File: src/rtl/mips_pkg.sv
// mips_pkg: fetch state encoding, opcode field bounds and opcode constants shared by fetch and control decode.
package mips_pkg;
    typedef enum logic [1:0] {
        S_IDLE = 2'd0,
        S_REQ  = 2'd1,
        S_FULL = 2'd2
    } fetch_state_t;

    localparam int OP_MSB = 31;
    localparam int OP_LSB = 26;
    localparam logic [31:0] NOP_INSTR = 32'h0000_0000;
    localparam logic [31:0] DEFAULT_RESET_PC = 32'h0000_0000;

    localparam logic [5:0] OP_RTYPE = 6'b000000;
    localparam logic [5:0] OP_J     = 6'b000010;
    localparam logic [5:0] OP_JAL   = 6'b000011;
    localparam logic [5:0] OP_BEQ   = 6'b000100;
    localparam logic [5:0] OP_BNE   = 6'b000101;
    localparam logic [5:0] OP_ADDI  = 6'b001000;
    localparam logic [5:0] OP_LW    = 6'b100011;
    localparam logic [5:0] OP_SW    = 6'b101011;

    function automatic logic [5:0] op_of(input logic [31:0] instr);
        return instr[OP_MSB:OP_LSB];
    endfunction
endpackage

File: src/rtl/fetch_skid_buf.sv
// fetch_skid_buf: one-entry {instr, pc4} holding slot for a word fetched while decode is stalled.
module fetch_skid_buf
    import mips_pkg::*;
#(
    parameter int ADDR_W = 32
) (
    input  logic              clk,
    input  logic              rst_n,
    input  logic              load,
    input  logic              unload,
    input  logic              flush,
    input  logic [31:0]       load_instr,
    input  logic [ADDR_W-1:0] load_pc4,
    output logic              full,
    output logic [31:0]       instr,
    output logic [ADDR_W-1:0] pc4
);
    always_ff @(posedge clk or negedge rst_n) begin
        if (!rst_n) begin
            full  <= 1'b0;
            instr <= NOP_INSTR;
            pc4   <= '0;
        end else if (flush) begin
            full  <= 1'b0;
            instr <= NOP_INSTR;
        end else if (load) begin
            full  <= 1'b1;
            instr <= load_instr;
            pc4   <= load_pc4;
        end else if (unload) begin
            full  <= 1'b0;
        end
    end
endmodule

File: src/rtl/if_fetch_stage.sv
// if_fetch_stage: MIPS fetch stage with IF/ID register and skid buffer; IF_FETCH_PERF_EN adds fetch/squash counters.
module if_fetch_stage
    import mips_pkg::*;
#(
    parameter int                ADDR_W   = 32,
    parameter logic [ADDR_W-1:0] RESET_PC = ADDR_W'(DEFAULT_RESET_PC)
) (
    input  logic              clk,
    input  logic              rst_n,
    output logic              imem_req,
    output logic [ADDR_W-1:0] imem_addr,
    input  logic              imem_ack,
    input  logic [31:0]       imem_rdata,
    input  logic              stall,
    input  logic              redirect,
    input  logic [ADDR_W-1:0] redirect_pc,
    output logic              id_valid,
    output logic [31:0]       id_instr,
    output logic [5:0]        id_op,
    output logic [ADDR_W-1:0] id_pc4
`ifdef IF_FETCH_PERF_EN
    ,
    output logic [31:0]       perf_fetched,
    output logic [31:0]       perf_squashed
`endif
);
    fetch_state_t      state, state_d;
    logic [ADDR_W-1:0] pc, pc_d, pend_pc, pend_pc_d, pc_inc, id_pc4_d, skid_pc4;
    logic              drop, drop_d, id_valid_d, skid_load, skid_unload, skid_full;
    logic [31:0]       id_instr_d, skid_instr;

    assign pc_inc    = pc + ADDR_W'(4);
    assign imem_req  = state == S_REQ;
    assign imem_addr = pc;
    assign id_op     = op_of(id_instr);

    fetch_skid_buf #(.ADDR_W(ADDR_W)) u_skid (
        .clk        (clk),
        .rst_n      (rst_n),
        .load       (skid_load),
        .unload     (skid_unload),
        .flush      (redirect),
        .load_instr (imem_rdata),
        .load_pc4   (pc_inc),
        .full       (skid_full),
        .instr      (skid_instr),
        .pc4        (skid_pc4)
    );

    always_comb begin
        state_d     = state;
        pc_d        = pc;
        pend_pc_d   = pend_pc;
        drop_d      = drop;
        id_valid_d  = id_valid & stall;
        id_instr_d  = (id_valid & !stall) ? NOP_INSTR : id_instr;
        id_pc4_d    = id_pc4;
        skid_load   = 1'b0;
        skid_unload = 1'b0;
        case (state)
            S_IDLE: begin
                state_d = S_REQ;
                pc_d    = redirect ? redirect_pc : pc;
            end
            S_REQ: begin
                if (imem_ack) begin
                    drop_d = 1'b0;
                    if (redirect) begin
                        pc_d = redirect_pc;
                    end else if (drop) begin
                        pc_d = pend_pc;
                    end else begin
                        pc_d = pc_inc;
                        if (!id_valid || !stall) begin
                            id_valid_d = 1'b1;
                            id_instr_d = imem_rdata;
                            id_pc4_d   = pc_inc;
                        end else begin
                            skid_load = 1'b1;
                            state_d   = S_FULL;
                        end
                    end
                end else if (redirect) begin
                    // address stays put until the outstanding ack; that word is dropped
                    pend_pc_d = redirect_pc;
                    drop_d    = 1'b1;
                end
            end
            S_FULL: begin
                if (!stall) begin
                    id_valid_d  = 1'b1;
                    id_instr_d  = skid_instr;
                    id_pc4_d    = skid_pc4;
                    skid_unload = 1'b1;
                    state_d     = S_REQ;
                end
            end
            default: state_d = S_IDLE;
        endcase
        if (redirect) begin
            id_valid_d = 1'b0;
            id_instr_d = NOP_INSTR;
            skid_load  = 1'b0;
            if (state == S_FULL) begin
                state_d     = S_REQ;
                pc_d        = redirect_pc;
                drop_d      = 1'b0;
                skid_unload = 1'b0;
            end
        end
    end

    always_ff @(posedge clk or negedge rst_n) begin
        if (!rst_n) begin
            state    <= S_IDLE;
            pc       <= RESET_PC;
            pend_pc  <= '0;
            drop     <= 1'b0;
            id_valid <= 1'b0;
            id_instr <= NOP_INSTR;
            id_pc4   <= '0;
        end else begin
            state    <= state_d;
            pc       <= pc_d;
            pend_pc  <= pend_pc_d;
            drop     <= drop_d;
            id_valid <= id_valid_d;
            id_instr <= id_instr_d;
            id_pc4   <= id_pc4_d;
        end
    end

`ifdef IF_FETCH_PERF_EN
    logic accept, discard;
    assign accept  = imem_req & imem_ack & !redirect & !drop;
    assign discard = imem_req & imem_ack & (redirect | drop);

    always_ff @(posedge clk or negedge rst_n) begin
        if (!rst_n) begin
            perf_fetched  <= '0;
            perf_squashed <= '0;
        end else begin
            perf_fetched  <= perf_fetched + 32'(accept);
            perf_squashed <= perf_squashed + 32'(discard) + 32'(redirect & id_valid) + 32'(redirect & skid_full);
        end
    end
`endif
endmodule
File: config.mk
export PLATFORM = sky130hd
export DESIGN_NAME = if_fetch_stage
export DESIGN_NICKNAME = d
export VERILOG_FILES = /design/src/rtl/mips_pkg.sv /design/src/rtl/fetch_skid_buf.sv /design/src/rtl/if_fetch_stage.sv
export SDC_FILE = /design/constraint.sdc
export NUM_CORES = 1
export LEC_CHECK = 0
export ABC_AREA = 0
export CAP_MARGIN = 20
export CORE_MARGIN = 1
export CORE_UTILIZATION = 49
export CTS_CLUSTER_SIZE = 24
export DETAILED_ROUTE_END_ITERATION = 7
export PLACE_DENSITY = 0.78
export RECOVER_POWER = 100
export SYNTH_ARGS = -nofsm -noshare
export SYNTH_HDL_FRONTEND = slang
export SYNTH_SLANG_ARGS = --single-unit
File: constraint.sdc
create_clock -name clk -period 2 [get_ports clk]
set_clock_uncertainty 0.15 [all_clocks]
set_input_delay 0.4 -clock clk [delete_from_list [all_inputs] [get_ports clk]]
set_output_delay 0.4 -clock clk [all_outputs]
set_load 0.02 [all_outputs]
# After elaboration in Yosys (flattened, before gate mapping)
# Cells that the tools add are included.
[totals]
out_inout_bits = 104
word_cells = 76
ff_bits = 196
[op_classes]
muxes = 46
eq_ne = 7
n_bitwise = 4
addsub = 1
n_reduce_logical = 9
[ops]
columns = ["cell", "count"]
rows = [
  ["$mux W32", 19],
  ["$pmux W32 S2", 3],
  ["$add A32 B3 Y32 const B", 1],
  ["$mux W1", 15],
  ["$mux W2", 7],
  ["$ne A2 B2 Y1 const B", 3],
  ["$pmux W2 S3", 1],
  ["$reduce_and A6 Y1", 1],
  ["$ne A2 B1 Y1 const B", 2],
  ["$reduce_bool A2 Y1", 2],
  ["$reduce_and A3 Y1", 1],
  ["$and A1 B1 Y1", 2],
  ["$eq A2 B1 Y1 const B", 1],
  ["$eq A2 B2 Y1 const B", 1],
  ["$logic_not A1 Y1", 2],
  ["$logic_not A2 Y1", 1],
  ["$not A1 Y1", 2],
  ["$pmux W1 S2", 1],
  ["$reduce_and A2 Y1", 1],
  ["$logic_or A1 B1 Y1", 1],
]

# Logic depth before layout (Yosys ltp)
# Gate-level depths: netlist of the first run.
[depth]
word_depth = 9
ltp_mapped = 10

# Modules after synthesis
# Synthesis of the first run repeated with hierarchy kept, for this count alone.
[hier_totals]
hier_cells = 991
area_unflattened_um2 = 10546.4
[modules_own_cells]
columns = ["module", "instances", "seq_area_each_um2", "cells_each", "area_each_um2"]
rows = [
  ["if_fetch_stage", 1, 3303.2, 814, 7890.1],
  ["fetch_skid_buf", 1, 1626.6, 177, 2656.3],
]

# Least setup slack after synthesis of the first run
# OpenSTA, ideal clock, no wires.
[synth_timing]
path_type = "reg-to-reg"
startpoint = "register state[1]"
endpoint = "register id_pc4[25]"
n_path_buf = 3
synth_period_minus_slack_ns = 2.373
required_time_ns = 1.724
t_arrival_ns = 2.097
setup_slack_ns = -0.373
setup_ns = 0.126
stages_incl_launch_ff = 11
cell_sequence = "dfrtp_1 > inv_1 > ha_1 > buf_2 > inv_1 > a31oi_1 > a211o_1 > buf_2 > buf_2 > mux2i_1 > nand3_1"
[synth_via]
elab_chain_len = 3
elab_cells_between_ends = 10
cone_classes = "eq/ne: 7; mux: 1; reduce/logical: 2"
[synth_lines]
columns = ["item", "line", "source"]
rows = [
  ["start, declared", "if_fetch_stage.sv:27", "fetch_state_t state, state_d;"],
  ["start signal, assigned", "if_fetch_stage.sv:123", "state <= state_d;"],
  ["$eq A2 B1 Y1 (*)", "--", ""],
  ["named net imem_req", "if_fetch_stage.sv:10", "output logic imem_req,"],
  ["$ne A2 B1 Y1 (no line) (tied with other cells)", "--", ""],
  ["$reduce_and A6 Y1 (no line)", "--", ""],
  ["end signal, assigned", "if_fetch_stage.sv:129", "id_pc4 <= id_pc4_d;"],
  ["end, declared", "if_fetch_stage.sv:20", "output logic [ADDR_W-1:0] id_pc4"],
]
# The timed path passes the listed nets; every way through them passes the cells marked *.
# A chain may end at the register's enable or synchronous reset.

# Worst setup path after layout of the first run
[layout_timing]
startpoint = "register state[1]"
endpoint = "register pc[3] (netlist: imem_addr[3])"
[layout_via]
elab_chain_len = 4
elab_cells_between_ends = 6
cone_classes = "eq/ne: 2; mux: 3; reduce/logical: 1"
[layout_lines]
columns = ["item", "line", "source"]
rows = [
  ["$eq A2 B1 Y1 / $logic_not A2 Y1 (equally long branches)", "if_fetch_stage.sv:60", "case (state)"],
  ["$pmux W32 S2", "if_fetch_stage.sv:60", ""],
  ["$mux W32", "if_fetch_stage.sv:104", "if (state == S_FULL) begin"],
  ["$mux W32 (*)", "if_fetch_stage.sv:100", "if (redirect) begin"],
  ["named net pc_d[3]", "if_fetch_stage.sv:28", "logic [ADDR_W-1:0] pc, pc_d, pend_pc, pend_pc_d, pc_inc, id_pc4_d, skid_pc4;"],
  ["end signal, assigned", "if_fetch_stage.sv:124", "pc <= pc_d;"],
  ["end, declared", "if_fetch_stage.sv:28", ""],
]
# Marked as above.

==> results of run 1 <==
routing by layer:
metal	vias to the layer above	global-route usage	wire length, microns
met5	-	0	0
met4	0	0.0880	1650
met3	159	0.0559	3270
met2	673	0.479	17300
met1	5062	0.416	14500
li1	4363	-	-
sequential cells by signal, summed over array words and instances (netlist names):
| name | count |
|---|---|
| u_skid.pc4 | 32 |
| u_skid.instr | 32 |
| imem_addr | 32 |
| drop | 1 |
| id_instr | 32 |
| id_pc4 | 32 |
| pend_pc | 32 |
| id_valid | 1 |
| state | 2 |
worst reg2reg max path: cells and delay by family, from the launching register on:
family,cells,cell delay [ns]
AOI/OAI and AO/OA,3,0.56
buffers and inverters,3,0.46
adders and majority gates,1,0.16
muxes,1,0.33
DFF,1,0.42
cell families (layout without fill, tap and decap cells):
| group | count (synthesis) | after routing |
|---|---|---|
| AO/OA/AOI/OAI | 304 | 304 |
| AND/OR/NAND/NOR | 283 | 283 |
| flip-flops | 196 | 196 |
| buffers and inverters | 110 | 434 |
| multiplexers | 88 | 88 |
| XOR/XNOR | 27 | 27 |
| adder cells (fa/ha/maj) | 5 | 5 |
cell usage in the layout, fill, tap and decap left out, types with 7 or more instances in the layout:
cell type          n
o21ai_0           40
a31oi_1            8
xor2_2             7
dfrtp_2           12
a22oi_2           26
mux2i_1           47
nand4_1           15
nand2_2            7
a21oi_1           31
clkdlybuf4s50_1   84
clkbuf_2           9
o21ai_1           21
dfrtp_1          184
nand3_1           12
a21o_1             7
inv_1             13
buf_4            141
buf_6             31
o211ai_1           7
a22oi_1           20
clkbuf_1          27
a22o_1            32
buf_12            14
xnor2_2            7
nor2_1            71
nand2_1          110
clkbuf_16         25
o221ai_1          13
mux2_2            38
o221ai_2           8
dlygate4sd2_1     58
o2bb2ai_1         37
metrics by stage:
stage	instance area [sq um]	hold WS, ns	setup WS (ns)
floorplan	10300	-0.0456	-0.0774
global placement	13300	0.240	-0.332
detailed placement	13300	0.248	-0.412
CTS	14200	0.290	-0.105
global route	15000	0.303	-0.237
finish	15000	0.322	-0.198
how the worst max path moves through the flow:
| stage | depth (start not counted) | to | slack (ns) | from |
|---|---|---|---|---|
| after floorplan | 5 | imem_addr[24] | -0.08 | imem_addr[10] |
| after global placement | 7 | imem_addr[27] | -0.33 | imem_ack |
| after detailed placement | 7 | imem_addr[27] | -0.41 | imem_ack |
| after CTS | 7 | imem_addr[24] | -0.10 | imem_addr[2] |
| after global routing | 8 | id_pc4[24] | -0.24 | imem_addr[3] |
| final | 8 | imem_addr[3] | -0.20 | state[1] |
power breakdown:
part | total (mW) | internal, mW | switching (mW)
Combinational | 11.0 | 4.97 | 6.04
Clock | 3.55 | 1.91 | 1.64
Sequential | 6.19 | 5.20 | 0.997
Total | 20.8 | 12.1 | 8.69
cell type report:
cell class                 instances  area, sq um  share of cell area
multi-input combinational        707         5590               0.372
sequential                       196         4920               0.328
timing repair buffer             381         3490               0.232
clock buffer                      20          447              0.0298
tap                              270          338              0.0225
clock inverter                    12          143             0.00951
inverter                          21         85.1             0.00567
repair_timing:
item / 4_1_cts / 5_1_grt
endpoints found under the setup margin: 158 / 126
resized for setup: 115 / 158
cloned: 1 / 9
pin swaps: 12 / 66
setup buffers: 13 / 27
hold buffers: 1 / 0
endpoints found under the hold margin: 45 / 0
==> results.toml, run 1 <==
[outcome]
status = "finished with violations"
violations = "setup timing"

[power_and_ir_drop]
power_density_nw_per_um2 = 1380
vdd_drop_max_uv = 953
power_mw = 20.8
leakagePower_nw = 6.61

[global_routing]
grt_max_degree = 54
grt_usage = 0.300
antenna_found_initial = 0
grt_pass1_wl_mm = 50.6
overflow = 0
grt_pass1_vias = 9349

[logic_synthesis]
yosysWarnings = 0
synth-seq-cells = 196
yosys-top-cells-count = "dfrtp_1, nand2_1, nor2_1, o21ai_0"
avgSynthCellArea_sq_um = 10.1
synthesis.nets = 1087
synthMuxAreaShare = 0.0913
synthesis.instances = 1013
synth_area_leader_cell = "dfrtp_1"
ys_seq_area_frac = 0.481
synth-main-ff-cell = "dfrtp_1"
synth_top_family_by_area = "compound AO/OA/AOI/OAI gates"
synthAdderAreaFrac = 0.00613
synth-edff-count = 0
synth-simple-area-share = 0.137
async_flop_share = 1.00
ys_types = 67
synth_most_common_cell = "dfrtp_1"
yosysTopAreaCellShare = 0.481
synth_compound_area_frac = 0.212
synth-xor-area-share = 0.0232
netlist_area_sq_um = 10200
synth.area.top_cells = "dfrtp_1, mux2i_1, mux2_2"

[routing]
vias = 10300
route.detailed.drc = 0
first_pass_iters = 6
via_per_inst = 6.38
drt_iter0_drc = 950
final_antenna_net_count = 0
wl_per_cell_microns = 22.9
finalWirelength_mm = 36.7

[worst_setup_path]
reg2regPathDepth = 8
crit_top_cell = "buf_4"
worstSetupEndpointType = "register"
cp_max_fo = 7
r2r-start = "state[1]"
worst-path-buf-inv = 3
arrival_ns = 2.37
r2r_slack_ns = -0.20
reg2reg_to = "imem_addr[3]"
path_cells = "inv_2, ha_4, buf_4, mux2_4, o21ai_4, buf_4, a22oi_1, o21ai_0"
start_kind = "register"
crit_path_top_delay_cell = "dfrtp_1"
critPathRequiredTime_ns = 2.18
cp_top_family = "compound AO/OA/AOI/OAI gates"
crit_type = "register to register"
slowest_delay_ns = 0.42

[die]
die_h_microns = 146
start_util = 0.502
rows = 52
die_w_microns = 146
core_area_sq_um = 20300
die-area_sq_um = 21400
io_pins = 173

[clocking]
root_buffer = "clkbuf_16"
clk_pin_slew_worst_paths_ns = 0.08
clock_latency_ns = 0.45
cts_num_sinks = 196
numCtsBuffers = 17
htree_levels = 4
cts_buffer_depth = 2
cts_tree = "built"

[final_layout]
syn_to_final_growth_pct = 47.1
final_util = 0.739
fill_cells = 1368
final_cell_count_no_fill = 1607
fin_nets = 1398
drive_gt1_frac = 0.316
diodes = 0

[sta]
maxSlewViolCount = 0
hold_viol_final = 0
period_share = 1.10
setup_viol = 84
setup_ws_ns = -0.198
tns_ns = -4.95
rsz0062_at_grt = "true"
min_period_ns = 2.20
relSlewSlack = 0.136
tightest_slew_ns = 1.30
max_clock_freq_ghz = 0.455

[placed_design]
dp_hpwl_mm = 21.9
gp_congestion = 0.963
placedCellCount = 1528
io_buffers = 172

[job]
cap_viol_max_count = 0

[worst_hold_path]
whs_endpoint = "state[1]"
min_path_type = "input pin to register"
worstHoldPathCells = 4
min_from = "stall"
(Power assumes the default switching activity.)
==> inputs of run 2 (changes only) <==
SLEW_MARGIN = 20   (was default)
==> results of run 2 <==
No change in the layout: final DEF, timing and power equal those of run 1.
==> inputs of run 3 (changes only) <==
==> constraint.sdc (replaced) <==
create_clock -name clk -period 2 [get_ports clk]
set_clock_uncertainty 0.15 [all_clocks]
set_input_delay 0.2 -clock clk [delete_from_list [all_inputs] [get_ports clk]]
set_output_delay 0.2 -clock clk [all_outputs]
set_load 0.02 [all_outputs]
==> run 3 against run 2 <==
- hold slack got worse by 0.098 ns
- critical path depth rose by 1
- the flow still finishes with violations (setup timing)
- die area did not move
- sequential share of layout area rose by 0.42 points
- cell area fell by 1.3%
- count of clock-buffer cells in the layout fell by 2
==> results.toml, run 3 (synthesis results as in run 1) <==
[global_routing]
grt_usage = 0.300
grt_max_degree = 56
grt_pass1_vias = 9382
overflow = 0
grt_pass1_wl_mm = 50.6
antenna_found_initial = 0

[placed_design]
dpl_worst_slack_ns = -0.174
io_buffers = 172
dp_hpwl_mm = 21.9
dpl-instance-area_sq_um = 13200
gp_congestion = 0.960

[routing]
wl_per_cell_microns = 22.0
drt_iter0_drc = 953
first_pass_iters = 5
route.detailed.drc = 0
final_antenna_net_count = 0
vias = 9947
via_per_inst = 6.32
finalWirelength_mm = 34.7

[worst_setup_path]
cp_top_family = "simple AND/OR/NAND/NOR gates"
path_cells = "buf_6, ha_4, nand4_1, buf_6, nor2_4, buf_6, nand4_1, xor2_2, a31oi_1"
critPathRequiredTime_ns = 2.15
cp_max_fo = 4
slowest_delay_ns = 0.39
worstSetupEndpointType = "register"
crit_top_cell = "buf_6"
start_kind = "register"
crit_type = "register to register"
crit_path_top_delay_cell = "dfrtp_2"
arrival_ns = 2.32
worst-path-buf-inv = 3

[sta]
max_clock_freq_ghz = 0.459
setup_viol = 170
rsz0062_at_grt = "true"
setup_ws_ns = -0.177
hold_viol_final = 0
period_share = 1.09
min_period_ns = 2.18
tightest_slew_ns = 1.42
tns_ns = -6.78
relSlewSlack = 0.0541
maxSlewViolCount = 0

[power_and_ir_drop]
vdd_drop_max_uv = 824
power_density_nw_per_um2 = 1360
power_mw = 20.2
leakagePower_nw = 6.41

[clocking]
clock_latency_ns = 0.44
clk_pin_slew_worst_paths_ns = 0.07
cts_num_sinks = 196
root_buffer = "clkbuf_16"
htree_levels = 4
cts_buffer_depth = 2
cts_tree = "built"
numCtsBuffers = 17

[die]
io_pins = 173
core_area_sq_um = 20300
die_w_microns = 146
start_util = 0.502
die_h_microns = 146
rows = 52
die-area_sq_um = 21400

[final_layout]
diodes = 0
fin_nets = 1366
fill_cells = 1413
syn_to_final_growth_pct = 45.2
fin_area_sq_um = 14800
regArea_sq_um = 4920
layout_common_cells = "dfrtp_1, buf_4, nand2_1, clkdlybuf4s50_1, dlygate4sd3_1"
multi_input_area_sq_um = 5570
final_common_cell = "dfrtp_1"
drive_gt1_frac = 0.286

[outcome]
status = "finished with violations"
violations = "setup timing"

[job]
cap_viol_max_count = 0

[worst_hold_path]
min_path_type = "input pin to register"
[run 3: cell count changes in the layout (fill, tap and decap cells not counted), moves of 4 or more]
cell	delta
a22oi_1	+24
buf_6	-9
clkinvlp_4	+4
dlygate4sd3_1	+75
dlygate4sd2_1	-55
clkdlybuf4s50_1	-5
clkbuf_1	-15
o2bb2ai_1	-5
a22oi_2	-24
clkbuf_4	+5
buf_4	-25
[run 3: path summary, 6_finish.rpt]
kind	slack [ns]	end	cells past startpoint	start
max	-0.18	imem_addr[28]	9	imem_addr[3]
min	0.22	imem_addr[1]	3	redirect_pc[1]
max reg2reg	-0.18	imem_addr[28]	9	imem_addr[3]
min reg2reg	0.33	id_pc4[13]	1	id_pc4[13]
max in group asynchronous	0.13	imem_addr[13]	3	rst_n
min in group asynchronous	0.47	u_skid.instr[29]	2	rst_n
[run 3: cell type report]
| class | count | area share |
|---|---|---|
| sequential | 196 | 0.332 |
| tap | 270 | 0.0228 |
| clock inverter | 14 | 0.00938 |
| multi-input combinational | 707 | 0.376 |
| clock buffer | 18 | 0.0296 |
| inverter | 21 | 0.00583 |
| timing repair buffer | 349 | 0.224 |
[run 3: layer usage]
metal / track usage / part of all wire
met1: 0.413 / 0.41
met2: 0.474 / 0.47
met3: 0.0591 / 0.082
met4: 0.107 / 0.036
met5: 0 / 0
[run 3: what timing repair did]
item / CTS / global route
setup endpoints to repair: 67 / 162
gates resized for setup: 47 / 148
pin swaps: 9 / 52
endpoints found under the hold margin: 167 / 0
setup buffers: 6 / 17
hold buffers: 2 / 0
cloned: 0 / 6
[run 3: worst reg2reg max path, stage by stage (launching register included)]
cell and delay, ns:
dfrtp_2 0.39, buf_6 0.11, ha_4 0.13, nand4_1 0.12, buf_6 0.16, nor2_4 0.21, buf_6 0.16, nand4_1 0.13
xor2_2 0.32, a31oi_1 0.17
[run 3: stage by stage]
| step | hold slack, ns | util | cells |
|---|---|---|---|
| after detailed placement | 0.0561 | 0.653 | 1516 |
| final | 0.225 | 0.730 | 1575 |
| after global placement | 0.0593 | 0.653 | 1516 |
| after CTS | 0.132 | 0.694 | 1554 |
| after floorplan | -0.246 | - | 1013 |
| after global routing | 0.248 | 0.730 | 1575 |
[run 3: power by group]
| part | switching [mW] | total [mW] | leakage [nW] | internal, mW |
|---|---|---|---|---|
| Sequential | 0.975 | 6.17 | 2.52 | 5.20 |
| Clock | 1.66 | 3.44 | 0.270 | 1.79 |
| Combinational | 5.74 | 10.6 | 3.62 | 4.82 |
| Total | 8.37 | 20.2 | 6.41 | 11.8 |
